<file path="src/rtl/gmii_rx_fcs_check.sv">
// GMII receive checker: removes preamble/SFD, checks CRC-32 and length, counts good/bad frames.
// Build option GMII_RX_STRIP_FCS_EN: hold the last four bytes back so the FCS is never output.
//
// state    | meaning
// IDLE     | waiting for rx_dv with a 0x55 preamble byte
// PREAMBLE | inside preamble, waiting for the 0xD5 SFD
// DATA     | frame bytes: CRC, length and error tracking, byte output
// DROP     | malformed or partial frame, ignored until rx_dv falls
module gmii_rx_fcs_check #(
    parameter int MINLEN = 64,
    parameter int MAXLEN = 1522
) (
    input  logic        clk,
    input  logic        reset,
    input  logic        rx_dv,
    input  logic        rx_er,
    input  logic [7:0]  rxd,
    output logic [7:0]  dout,
    output logic        dven,
    output logic        sof,
    output logic        done,
    output logic        good,
    output logic        bad_crc,
    output logic        bad_len,
    output logic        bad_er,
    output logic [15:0] cnt_good,
    output logic [15:0] cnt_bad
);

    localparam logic [31:0] RESIDUE = 32'hC704DD7B;
    localparam logic [15:0] MIN_LEN = 16'(MINLEN);
    localparam logic [15:0] MAX_LEN = 16'(MAXLEN);

    typedef enum logic [1:0] {IDLE, PREAMBLE, DATA, DROP} state_t;

    state_t      state;
    logic [31:0] crc;
    logic [15:0] len;
    logic        err;
    logic        was_reset;
    logic        crc_ok;
    logic        len_ok;
    logic        frame_ok;
    logic [15:0] len_next;

`ifdef GMII_RX_STRIP_FCS_EN
    logic [31:0] dly;
`endif

    // Reflected (LSB-first) byte update; the register holds the bit-reversed CRC.
    function automatic logic [31:0] crc_byte(input logic [31:0] c, input logic [7:0] d);
        logic [31:0] r;
        r = c ^ {24'd0, d};
        for (int i = 0; i < 8; i++) begin
            r = r[0] ? ((r >> 1) ^ 32'hEDB88320) : (r >> 1);
        end
        return r;
    endfunction

    function automatic logic [31:0] bitrev32(input logic [31:0] v);
        logic [31:0] r;
        for (int i = 0; i < 32; i++) begin
            r[i] = v[31-i];
        end
        return r;
    endfunction

    assign crc_ok   = (bitrev32(crc) == RESIDUE);
    assign len_ok   = (len >= MIN_LEN) && (len <= MAX_LEN);
    assign frame_ok = crc_ok && len_ok && !err;
    assign len_next = (len == 16'hFFFF) ? len : len + 16'd1;

    always_ff @(posedge clk) begin
        if (reset) begin
            state     <= IDLE;
            crc       <= '1;
            len       <= '0;
            err       <= 1'b0;
            was_reset <= 1'b1;
            dout      <= '0;
            dven      <= 1'b0;
            sof       <= 1'b0;
            done      <= 1'b0;
            good      <= 1'b0;
            bad_crc   <= 1'b0;
            bad_len   <= 1'b0;
            bad_er    <= 1'b0;
            cnt_good  <= '0;
            cnt_bad   <= '0;
`ifdef GMII_RX_STRIP_FCS_EN
            dly       <= '0;
`endif
        end else begin
            was_reset <= 1'b0;
            dven      <= 1'b0;
            sof       <= 1'b0;
            done      <= 1'b0;
            case (state)
                IDLE: begin
                    // A frame already in flight when reset released is never trusted.
                    if (rx_dv) begin
                        state <= (!was_reset && rxd == 8'h55) ? PREAMBLE : DROP;
                    end
                end
                PREAMBLE: begin
                    if (!rx_dv) begin
                        state <= IDLE;
                    end else if (rxd == 8'hD5) begin
                        state <= DATA;
                        crc   <= '1;
                        len   <= '0;
                        err   <= 1'b0;
                    end else if (rxd != 8'h55) begin
                        state <= DROP;
                    end
                end
                DATA: begin
                    if (rx_dv) begin
                        crc <= crc_byte(crc, rxd);
                        len <= len_next;
                        if (rx_er) begin
                            err <= 1'b1;
                        end
`ifdef GMII_RX_STRIP_FCS_EN
                        dly <= {dly[23:0], rxd};
                        if (len >= 16'd4) begin
                            dout <= dly[31:24];
                            dven <= 1'b1;
                            sof  <= (len == 16'd4);
                        end
`else
                        dout <= rxd;
                        dven <= 1'b1;
                        sof  <= (len == 16'd0);
`endif
                    end else begin
                        state   <= IDLE;
                        done    <= 1'b1;
                        good    <= frame_ok;
                        bad_crc <= !crc_ok;
                        bad_len <= !len_ok;
                        bad_er  <= err;
                        if (frame_ok) begin
                            if (cnt_good != 16'hFFFF) cnt_good <= cnt_good + 16'd1;
                        end else begin
                            if (cnt_bad != 16'hFFFF) cnt_bad <= cnt_bad + 16'd1;
                        end
                    end
                end
                DROP: begin
                    if (!rx_dv) begin
                        state <= IDLE;
                    end
                end
                default: state <= IDLE;
            endcase
        end
    end

endmodule

</file>
<file path="config.mk">
export PLATFORM = sky130hd
export DESIGN_NAME = gmii_rx_fcs_check
export DESIGN_NICKNAME = d
export VERILOG_FILES = /design/src/rtl/gmii_rx_fcs_check.sv
export SDC_FILE = /design/constraint.sdc
export NUM_CORES = 1
export LEC_CHECK = 0
export BUFFER_PORTS_ARGS = -buffer_cell sky130_fd_sc_hd__buf_2
export CAP_MARGIN = 20
export CORE_MARGIN = 2
export CORE_UTILIZATION = 45
export DETAILED_ROUTE_END_ITERATION = 10
export SLEW_MARGIN = 10
export SYNTH_ARGS = -nofsm -noshare
export SYNTH_HDL_FRONTEND = slang
export SYNTH_SLANG_ARGS = --single-unit
export TNS_END_PERCENT = 20
</file>
<file path="constraint.sdc">
create_clock -name clk -period 2.9 [get_ports clk]
set_input_delay 0 -clock clk [delete_from_list [all_inputs] [get_ports clk]]
set_output_delay 0 -clock clk [all_outputs]
set_load 0.05 [all_outputs]
</file>
# Yosys cells after proc, flatten, opt, wreduce, memory -nomap -nowiden
# Cells that the tools add are included.
# Widths: inputs -> output; s select.
# totals
ff_bits	99
in_bits	12
output_inout_bits	47
word_cells	104
# op_classes
addsub	3
n_lt_le_gt_ge	2
eq_ne	18
mux	32
bitwise	12
n_reduce_logical	22
# ops
cell	n
$mux 32	11
$not 13->14	8
$mux 16	4
$pmux 32 s2	1
$add 16x1->16 const B	3
$eq 32x32->1 const B	1
$ne 16x16->1 const B	2
$pmux 16 s2	1
$xor 32x8->32	1
$eq 16x16->1 const B	1
$ge 16x7->1 const B	1
$le 16x11->1 const B	1
$logic_not 16->1	1
$ne 2x2->1 const B	7
$mux 2	6
$reduce_and 4->1	3
$reduce_and 5->1	2
$eq 8x7->1 const B	1
$eq 8x8->1 const B	1
$ne 8x7->1 const B	1
$mux 1	7
$pmux 2 s3	1
$eq 2x2->1 const B	2
$logic_and 1x1->1	4
other kinds (11)	18

# Logic depth before layout (Yosys ltp)
# Gate-level depths: netlist (run 1).
# logic_depth
depth_word	19
depth_mapped	9
ltp_nobuf	7

# Least setup slack after synthesis (run 1)
# OpenSTA, ideal clock, no wires.
# synth_timing
path_type	register to register
startpoint	register crc[8]
endpoint	register cnt_good[8]
setup_ns	0.070
arrival_ns	2.331
t_required_ns	2.830
slack_ns	0.499
path_stages_with_launch	9
path_buffers	2
synth_period_minus_slack_ns	2.401
cell_sequence	dfxtp_1 > or4_4 > nor4_4 > o2111ai_4 > or2_1 > buf_6 > buf_6 > or3_1 > a21oi_1
# synth_between
elab_chain_cells	4
# synth_lines
item	line_no	text
from (decl)	37	logic [31:0] crc;
from (signal assigned)	119	crc <= crc_byte(crc, rxd);
$eq 32x32->1	68	assign crc_ok = (bitrev32(crc) == RESIDUE);
$logic_and 1x1->1 (2 in series)	70	assign frame_ok = crc_ok && len_ok && !err;
$reduce_and 4->1 (no source line)	--	
to (signal assigned)	144	if (cnt_good != 16'hFFFF) cnt_good <= cnt_good + 16'd1;
to (decl)	26	output logic [15:0] cnt_good,
# No other way between the ends.
# A chain may end at the register's enable or synchronous reset.

# Final worst setup path (run 1)
# layout_timing
startpoint	register crc[8]
endpoint	register cnt_good[6]
# The elaborated chain is that of the path after synthesis.

==> results of run 1 <==
==> final cells by class <==
cell class | instances | share of cell area [%]
multi-input combinational | 442 | 49.08
sequential | 99 | 34.43
timing repair buffer | 87 | 9.302
tap | 140 | 3.043
clock buffer | 11 | 2.630
clock inverter | 4 | 0.8694
inverter | 10 | 0.6520
==> layer usage <==
layer / up-vias / routed length (um) / track usage (%)
met5: - / 0 / 0
met4: 0 / 280 / 10.53
met3: 22 / 408 / 3.168
met2: 79 / 5844 / 35.40
met1: 2067 / 5655 / 27.56
li1: 2183 / - / -
==> stage by stage <==
step	cell area, um2	power, uW	setup WS (ps)
floorplan	4962	1832	498.8
global placement	5445	1954	325.6
detailed placement	5445	1954	268.8
CTS	5757	2889	250.7
global route	5757	2998	53.73
finish	5757	2862	244.5
==> critical path: stages, from the launching register on <==
cell and delay (ps):
sky130_fd_sc_hd__dfxtp_1 340, sky130_fd_sc_hd__or4_4 550, sky130_fd_sc_hd__nor4_4 400, sky130_fd_sc_hd__o2111ai_4 230, sky130_fd_sc_hd__or2_1 450, sky130_fd_sc_hd__or4_1 460, sky130_fd_sc_hd__a21oi_1 150
==> sequential cells by signal, summed over array words and instances, names as in the netlist, 2 cells and up <==
register,flops
crc,32
cnt_bad,16
cnt_good,16
len,16
dout,8
state,2
==> power groups by stage <==
stage	Sequential [uW]	Combinational [uW]	Clock, uW
2_1_floorplan	1460	374	0
3_3_place_gp	1450	506	0
3_5_place_dp	1450	503	0
4_1_cts	1420	518	952
5_1_grt	1420	569	1010
6_report	1420	520	923
==> what timing repair did <==
| action | 4_1_cts | 5_1_grt |
|---|---|---|
| buffers inserted | 0 | 0 |
| endpoints found under the hold margin | 21 | 0 |
| hold buffers | 11 | 0 |
==> cell usage after synthesis, types with 4 or more instances <==
master	number	area (um2)
sky130_fd_sc_hd__ha_1	4	50.05
sky130_fd_sc_hd__nand2b_1	21	131.4
sky130_fd_sc_hd__inv_1	10	37.54
sky130_fd_sc_hd__or4_1	10	75.07
sky130_fd_sc_hd__nor4_1	11	68.82
sky130_fd_sc_hd__nand4_1	10	62.56
sky130_fd_sc_hd__o21ai_0	14	70.07
sky130_fd_sc_hd__clkbuf_1	25	93.84
sky130_fd_sc_hd__dfxtp_1	99	1982
sky130_fd_sc_hd__o21bai_1	6	45.04
sky130_fd_sc_hd__nor3_1	23	115.1
sky130_fd_sc_hd__nand3_1	20	100.1
sky130_fd_sc_hd__or3_1	16	100.1
sky130_fd_sc_hd__o22ai_1	18	112.6
sky130_fd_sc_hd__o21ai_1	9	45.04
sky130_fd_sc_hd__a21oi_1	38	190.2
sky130_fd_sc_hd__nand4b_1	5	43.79
sky130_fd_sc_hd__xnor2_1	69	604.3
sky130_fd_sc_hd__nand2_1	46	172.7
sky130_fd_sc_hd__nor2_1	53	198.9
sky130_fd_sc_hd__xor2_1	20	175.2
sky130_fd_sc_hd__o31ai_1	7	52.55
==> logic make-up after synthesis <==
logic type | synth area share (%)
xor+xnor | 16.36
mux | 0.2017
fa+ha+maj | 1.009
simple gates | 26.15
buf+inv | 3.202
compound gates | 13.14
flops | 39.94
==> how the worst min path moves through the flow <==
stage | startpoint | end | cells after the start
after global routing | rx_er | err$_SDFFE_PP0P_ | 3
final | rx_er | err$_SDFFE_PP0P_ | 3
after global placement | rx_er | err$_SDFFE_PP0P_ | 2
after floorplan | reset | was_reset$_DFF_P_ | 0
after CTS | rx_er | err$_SDFFE_PP0P_ | 3
after detailed placement | rx_er | err$_SDFFE_PP0P_ | 2
==> impl_summary.log, run 1 <==
[metrics] clock-pin slew on the worst setup and hold paths: 100 ps
[metrics] cell at the root of the clock tree: sky130_fd_sc_hd__clkbuf_8
[metrics] placed insts: 767
[metrics] area of the die: 0.01188 mm2
[metrics] Hold Violations, Final: 0
[metrics] pin count of the biggest net entering global routing: 71
[metrics] beginning of the critical path: crc[8]$_SDFFE_PP1P_
[metrics] width of the die: 109.0 um
[metrics] power per cell area: 497.2 mW/mm2
[metrics] number of warnings issued by yosys: 0
[metrics] clock latency at the later pin of the worst-skew pair: 380 ps
[metrics] number of port buffers: 58
[metrics] status: complete, no violations
[metrics] core region area: 0.01079 mm2
[metrics] gp weighted congestion: 0.8266
[metrics] wirelength, routed: 12.19 mm
[metrics] TritonCTS clock tree: yes
[metrics] leading cell types in the layout, fill and taps excluded: sky130_fd_sc_hd__dfxtp_1, sky130_fd_sc_hd__xnor2_1, sky130_fd_sc_hd__buf_2
[metrics] standby leakage power: 0.002064 uW
[metrics] post-synthesis sequential area ratio: 39.94%
[metrics] worst endpoint data arrival time: 2960 ps
[metrics] flop-to-flop setup slack: 240 ps
[metrics] DRT antenna net count: 0
[metrics] endpoint of the worst-slack reg-to-reg timing path: cnt_good[6]$_SDFFE_PP0P_
[metrics] number of flops mapped to enable cells by yosys: 0
[metrics] clock share of power: 32.2%
[metrics] worst hold margin: 393.8 ps
[metrics] wire length of the first global-routing pass: 20.13 mm
[metrics] post_cts resized: 0
[metrics] Startpoint Class: register
[metrics] Int Pwr: 2064 uW
[metrics] class of the most critical setup path: register to register
[metrics] antenna diode count: 0
[metrics] area of combinational cells with multiple inputs: 0.002825 mm2
[metrics] via count normalized by instance count: 5.487
[metrics] share of final-layout standard cells stronger than drive strength 1: 15.47%
[metrics] endpoint required time on the critical path: 3210 ps
[metrics] router iterations before antenna repair: 4
[metrics] Netlist Area Pre-Place: 0.004962 mm2
[metrics] final critical-path required period: 2656 ps
[metrics] net count after synthesis: 595
[metrics] H-tree level count: 3
[metrics] worst hold-check path type: input pin to register
[metrics] placed wire-length estimate: 8.602 mm
[metrics] number of global-route vias before repair: 4167
[metrics] FF-to-FF Start: crc[8]$_SDFFE_PP1P_
[metrics] GRT Total Usage: 21.53%
[metrics] detailed router's first-iteration violation count: 239
[metrics] number of setup violations in the final report: 0
[metrics] worst setup path endpoint: cnt_good[6]$_SDFFE_PP0P_
[metrics] FILL cells: 1035
[metrics] Sequential Area: 0.001982 mm2
[metrics] number of buffers between clock root and the deepest sink: 2
[metrics] portion of total power attributed to combinational logic: 18.2%
[metrics] CTS Buf Count: 9
[metrics] endpoint class of the critical path: register
[metrics] Yosys cell types: 53
[metrics] Final TNS setup: 0 ps
[metrics] final net count: 665
[metrics] final clock period utilization by the worst path: 91.57%
[metrics] maximum clock frequency: 0.3766 GHz
[metrics] switching power share of the total: 27.89%
[metrics] remaining global-route overflow: 0
[metrics] sink count of the clock tree: 99
[metrics] fraction of power consumed by sequential logic: 49.6%
[metrics] Die H: 109.0 um
[metrics] worst-path fanout max: 17
[metrics] area added between synthesis and finish: 16.01%
[metrics] worst clock skew on the final layout: 8.223 ps
[metrics] Initial Utilization: 45.98%
[metrics] slew at the pin closest to its max-slew limit: 655.7 ps
[metrics] Slew Limit Headroom: 56.29%
[metrics] Worst IR Drop VDD: 0.0002494 V
[metrics] antenna violations before repair: 0
[metrics] share of flip-flops with an asynchronous set or reset after synthesis: 0%
[metrics] number of violations of the max-capacitance limit: 0
[metrics] post-detailed-route DRC marker count: 0
[metrics] Wirelength per Cell: 15.37 um
[metrics] Core Util, Final: 53.34%
[metrics] most common cell after layout, fill and taps aside: sky130_fd_sc_hd__dfxtp_1
[metrics] # rows: 38
[metrics] FF+latch count, synth: 99
[metrics] Cell Count, Final, Fillers Out: 793
[metrics] number of cells produced by synthesis: 579
[metrics] RSZ-0062 raised after global routing: false
[metrics] average instance area after synthesis: 8.570 um2
[metrics] path depth of the worst reg2reg path: 6
[metrics] io pins: 59
[metrics] net switching power: 798.3 uW
[metrics] number of pins exceeding their max-slew limit in the final report: 0
[metrics] Synth Flop Type: sky130_fd_sc_hd__dfxtp_1
[metrics] vias after detailed routing: 4351
Power figures use the tool's default switching activity.
==> run 2, diff against run 1 <==
==> constraint.sdc (replaced) <==
create_clock -name clk -period 2.9 [get_ports clk]
set_input_delay 0.145 -clock clk [delete_from_list [all_inputs] [get_ports clk]]
set_output_delay 0.145 -clock clk [all_outputs]
set_load 0.05 [all_outputs]
==> impl_summary.log, run 2 (synthesis gave the netlist of run 1 again) <==
[metrics] status: complete, no violations
[metrics] width of the die: 109.0 um
[metrics] Wirelength per Cell: 15.25 um
[metrics] Initial Utilization: 45.98%
[metrics] final net count: 655
[metrics] endpoint class of the critical path: register
[metrics] antenna violations before repair: 0
[metrics] worst endpoint data arrival time: 2970 ps
[metrics] share of final-layout standard cells stronger than drive strength 1: 15.53%
[metrics] pin count of the biggest net entering global routing: 48
[metrics] DRT antenna net count: 0
[metrics] leading cell types in the layout, fill and taps excluded: sky130_fd_sc_hd__dfxtp_1, sky130_fd_sc_hd__xnor2_1, sky130_fd_sc_hd__buf_2
[metrics] number of violations of the max-capacitance limit: 0
[metrics] TritonCTS clock tree: yes
[metrics] Final TNS setup: 0 ps
[metrics] worst hold-check path type: input pin to register
[metrics] area of all placed cells without fillers: 0.005634 mm2
[metrics] wire length of the first global-routing pass: 20.08 mm
[metrics] placed wire-length estimate: 8.492 mm
[metrics] RSZ-0062 raised after global routing: false
[metrics] io pins: 59
[metrics] gp weighted congestion: 0.8393
[metrics] post_cts resized: 0
[metrics] core region area: 0.01079 mm2
[metrics] post-detailed-route DRC marker count: 0
[metrics] number of global-route vias before repair: 4026
[metrics] most common cell after layout, fill and taps aside: sky130_fd_sc_hd__dfxtp_1
[metrics] area added between synthesis and finish: 13.54%
[metrics] Worst IR Drop VDD: 0.0002273 V
[metrics] sink count of the clock tree: 99
[metrics] number of buffers between clock root and the deepest sink: 2
[metrics] sum of internal, switching and leakage power: 2761 uW
[metrics] clock latency at the later pin of the worst-skew pair: 370 ps
[metrics] worst-path fanout max: 17
[metrics] Core Util, Final: 52.20%
[metrics] max reg flops: 32
[metrics] standby leakage power: 0.002013 uW
[metrics] number of setup violations in the final report: 0
[metrics] router iterations before antenna repair: 4
[metrics] antenna diode count: 0
[metrics] setup repair bufs after CTS: 0
[metrics] GRT Total Usage: 21.44%
[metrics] FILL cells: 1067
[metrics] endpoint required time on the critical path: 3210 ps
[metrics] H-tree level count: 3
[metrics] final critical-path required period: 2662 ps
[metrics] Die H: 109.0 um
[metrics] number of port buffers: 58
[metrics] vias after detailed routing: 4286
[metrics] hold buffer count at CTS: 1
[metrics] Cell Count, Final, Fillers Out: 784
[metrics] # rows: 38
[metrics] clock-pin slew on the worst setup and hold paths: 100 ps
[metrics] power per cell area: 490.0 mW/mm2
[metrics] detailed router's first-iteration violation count: 346
[metrics] number of pins exceeding their max-slew limit in the final report: 0
[metrics] via count normalized by instance count: 5.467
[metrics] placed insts: 767
[metrics] Startpoint Class: register
[metrics] class of the most critical setup path: register to register
[metrics] remaining global-route overflow: 0
[metrics] slew at the pin closest to its max-slew limit: 649.2 ps
[metrics] area of the die: 0.01188 mm2
[metrics] Hold Violations, Final: 0
[metrics] final clock period utilization by the worst path: 91.78%
[metrics] cell at the root of the clock tree: sky130_fd_sc_hd__clkbuf_8
[metrics] largest register by flop count: crc
[metrics] Slew Limit Headroom: 56.72%
[metrics] CTS Buf Count: 9
[metrics] worst clock skew on the final layout: 12.15 ps
[metrics] wirelength, routed: 11.96 mm
[metrics] Placed Area: 0.005445 mm2
[metrics] maximum clock frequency: 0.3757 GHz
==> run 2: cell count changes in the layout (fill, tap and decap cells not counted), sizes merged <==
cell,before,now
clkinv,1,2
dlygate4sd3,11,1
clkbuf,11,12
bufinv,1,0
inv,10,11
clkinvlp,2,1
==> run 2: final cells by class <==
class / instances / area, um2 / area share, %
Clock inverter: 4 / 33.78 / 0.5996
Clock buffer: 12 / 145.1 / 2.576
Tap cell: 140 / 175.2 / 3.109
Sequential cell: 99 / 1982 / 35.18
Timing Repair Buffer: 77 / 435.4 / 7.728
Inverter: 10 / 37.54 / 0.6662
Multi-Input combinational cell: 442 / 2825 / 50.14
==> run 2: power by group <==
group          switching [uW]  total, uW  internal (uW)
sequential               28.4       1420           1390
combinational             283        508            225
clock                     492        835            343
==> run 2: critical path: stages, from the launching register on <==
cell and delay, ps:
sky130_fd_sc_hd__dfxtp_1 340, sky130_fd_sc_hd__or4_4 540, sky130_fd_sc_hd__nor4_4 410, sky130_fd_sc_hd__o2111ai_4 240, sky130_fd_sc_hd__or2_1 450, sky130_fd_sc_hd__or4_1 460
sky130_fd_sc_hd__a21oi_1 150
==> run 2: through the flow <==
| stage | hold slack [ps] | worst slack (ps) |
|---|---|---|
| after global placement | 382.2 | 316.7 |
| after floorplan | 172.7 | 498.8 |
| after CTS | 23.83 | 250.0 |
| after detailed placement | 384.8 | 281.9 |
| final | 46.09 | 238.4 |
| after global routing | 39.82 | 29.03 |
==> run 2: routing by layer <==
metal  vias to the layer above  track usage (%)  part of all wire (%)
met1                      2020            27.95                    47
li1                       2165                -                     -
met5                         -                0                     0
met2                        80            34.87                    47
met3                        21            3.108                   3.5
met4                         0            10.07                   2.6
==> run 2: worst paths after layout <==
path                             start                  endpoint  slack, ps  cells after the start
hold / removal                  rxd[0]      dout[0]$_SDFFE_PP0P_         50                      3
setup reg to reg   crc[8]$_SDFFE_PP1P_  cnt_good[6]$_SDFFE_PP0P_        240                      6
hold reg to reg   dout[4]$_SDFFE_PP0P_      dout[4]$_SDFFE_PP0P_        460                      2
setup / recovery   crc[8]$_SDFFE_PP1P_  cnt_good[6]$_SDFFE_PP0P_        240                      6
==> run 3, diff against run 2 <==
- PLACE_DENSITY_LB_ADDON: default -> 0.3
==> impl_summary.log, run 3 (synthesis gave the netlist of run 1 again) <==
[metrics] placed insts: 768
[metrics] number of violations of the max-capacitance limit: 0
[metrics] longest individual stage delay on the worst path: 550 ps
[metrics] area of the die: 0.01188 mm2
[metrics] clock share of power: 30.7%
[metrics] maximum clock frequency: 0.3723 GHz
[metrics] Core Util, Final: 52.28%
[metrics] RSZ-0062 raised after global routing: false
[metrics] worst endpoint data arrival time: 2990 ps
[metrics] Die H: 109.0 um
[metrics] Cell Count, Final, Fillers Out: 785
[metrics] placed wire-length estimate: 8.446 mm
[metrics] remaining global-route overflow: 0
[metrics] net switching power: 833.1 uW
[metrics] number of pins exceeding their max-slew limit in the final report: 0
[metrics] pin count of the biggest net entering global routing: 81
[metrics] area added between synthesis and finish: 13.72%
[metrics] Hold Violations, Final: 0
[metrics] switching power share of the total: 30.03%
[metrics] Startpoint Class: register
[metrics] CTS Buf Count: 9
[metrics] Initial Utilization: 45.98%
[metrics] Int Pwr: 1941 uW
[metrics] TritonCTS clock tree: yes
[metrics] final clock period utilization by the worst path: 92.62%
[metrics] most common cell after layout, fill and taps aside: sky130_fd_sc_hd__dfxtp_1
[metrics] number of buffers between clock root and the deepest sink: 2
[metrics] number of port buffers: 58
[metrics] class of the most critical setup path: register to register
[metrics] wirelength, routed: 11.62 mm
[metrics] GRT Total Usage: 20.35%
[metrics] detailed router's first-iteration violation count: 306
[metrics] max reg flops: 32
[metrics] worst hold-check path type: input pin to register
[metrics] antenna violations before repair: 0
[metrics] final critical-path required period: 2686 ps
[metrics] H-tree level count: 3
[metrics] leading cell types in the layout, fill and taps excluded: sky130_fd_sc_hd__dfxtp_1, sky130_fd_sc_hd__xnor2_1, sky130_fd_sc_hd__buf_2
[metrics] Top delay family on crit path: simple AND/OR/NAND/NOR gates
[metrics] standby leakage power: 0.002021 uW
[metrics] library cell contributing the largest single delay on the critical path: sky130_fd_sc_hd__or4_4
[metrics] final setup slack of the worst path: 214.0 ps
[metrics] clock-pin slew on the worst setup and hold paths: 100 ps
[metrics] gp weighted congestion: 0.8785
[metrics] endpoint required time on the critical path: 3200 ps
[metrics] cell at the root of the clock tree: sky130_fd_sc_hd__clkbuf_8
[metrics] Final TNS setup: 0 ps
[metrics] post-detailed-route DRC marker count: 0
[metrics] Critical Path, Cell by Cell: or4_4, nor4_4, o2111ai_4, or2_1, or4_1, a21oi_1
[metrics] slew at the pin closest to its max-slew limit: 757.1 ps
[metrics] final net count: 656
[metrics] worst-path fanout max: 17
[metrics] router iterations before antenna repair: 4
[metrics] wire length of the first global-routing pass: 19.15 mm
[metrics] status: complete, no violations
[metrics] post_cts resized: 0
[metrics] power per cell area: 491.6 mW/mm2
[metrics] sink count of the clock tree: 99
[metrics] # rows: 38
[metrics] width of the die: 109.0 um
[metrics] io pins: 59
[metrics] Slew Limit Headroom: 49.17%
[metrics] FILL cells: 1010
[metrics] number of setup violations in the final report: 0
[metrics] vias after detailed routing: 4276
[metrics] fraction of power consumed by sequential logic: 51.1%
[metrics] endpoint class of the critical path: register
[metrics] core region area: 0.01079 mm2
[metrics] Wirelength per Cell: 14.81 um
[metrics] via count normalized by instance count: 5.447
[metrics] share of final-layout standard cells stronger than drive strength 1: 15.81%
[metrics] worst setup slack after placement: 252.5 ps
[metrics] number of global-route vias before repair: 4024
[metrics] worst clock skew on the final layout: 11.53 ps
[metrics] DRT antenna net count: 0
[metrics] Crit path buffers/inverters: 0
[metrics] clock latency at the later pin of the worst-skew pair: 380 ps
[metrics] largest register by flop count: crc
[metrics] antenna diode count: 0
[metrics] setup repair bufs after CTS: 0
[metrics] portion of total power attributed to combinational logic: 18.2%
[metrics] Worst IR Drop VDD: 0.0002289 V
==> run 3: final cells by class <==
cell class / count / area, um2 / share of cell area, %
timing repair buffer: 78 / 442.9 / 7.849
clock buffer: 9 / 123.9 / 2.195
tap: 140 / 175.2 / 3.104
multi-input combinational: 442 / 2821 / 50.00
sequential: 99 / 1982 / 35.12
clock inverter: 7 / 60.06 / 1.064
inverter: 10 / 37.54 / 0.6652
==> run 3: final timing paths <==
path | start | endpoint | slack [ps] | cells after the start
worst min register to register | dout[4]$_SDFFE_PP0P_ | dout[4]$_SDFFE_PP0P_ | 460 | 2
worst max register to register | crc[8]$_SDFFE_PP1P_ | cnt_good[10]$_SDFFE_PP0P_ | 210 | 6
worst max-delay path | crc[8]$_SDFFE_PP1P_ | cnt_good[10]$_SDFFE_PP0P_ | 210 | 6
worst min-delay path | rxd[3] | dout[3]$_SDFFE_PP0P_ | 40 | 3
==> run 3: power groups by stage <==
| stage | clock [uW] | combinational [uW] | sequential (uW) |
|---|---|---|---|
| floorplan | 0 | 374 | 1460 |
| global placement | 0 | 498 | 1450 |
| detailed placement | 0 | 500 | 1450 |
| CTS | 871 | 505 | 1420 |
| global route | 928 | 549 | 1420 |
| finish | 851 | 505 | 1420 |
==> run 3: what timing repair did <==
action,4_1_cts,5_1_grt
setup endpoints to repair,0,0
hold buffers,1,0
hold endpoints to repair,1,0
==> run 3: worst min-delay path, delay by kind of cell <==
| kind | cells | cell delay, ps |
|---|---|---|
| buffers and inverters | 1 | 130 |
| AOI/OAI and AO/OA | 1 | 50 |
| and+or+nand+nor | 1 | 60 |
==> run 3: layer usage <==
layer	global-route usage, %	vias to the layer above	wire (um)
met3	3.288	15	521
li1	-	2159	-
met4	8.059	0	175
met5	0	-	0
met2	33.54	82	5522
met1	26.55	2020	5402
==> run 3: through the flow <==
| step | total power (uW) | instance area (um2) | hold WS (ps) |
|---|---|---|---|
| finish | 2774 | 5643 | 39.10 |
| global route | 2901 | 5643 | 31.73 |
| CTS | 2794 | 5643 | 24.60 |
| detailed placement | 1950 | 5449 | 399.1 |
| global placement | 1946 | 5449 | 392.2 |
| floorplan | 1832 | 4962 | 172.7 |
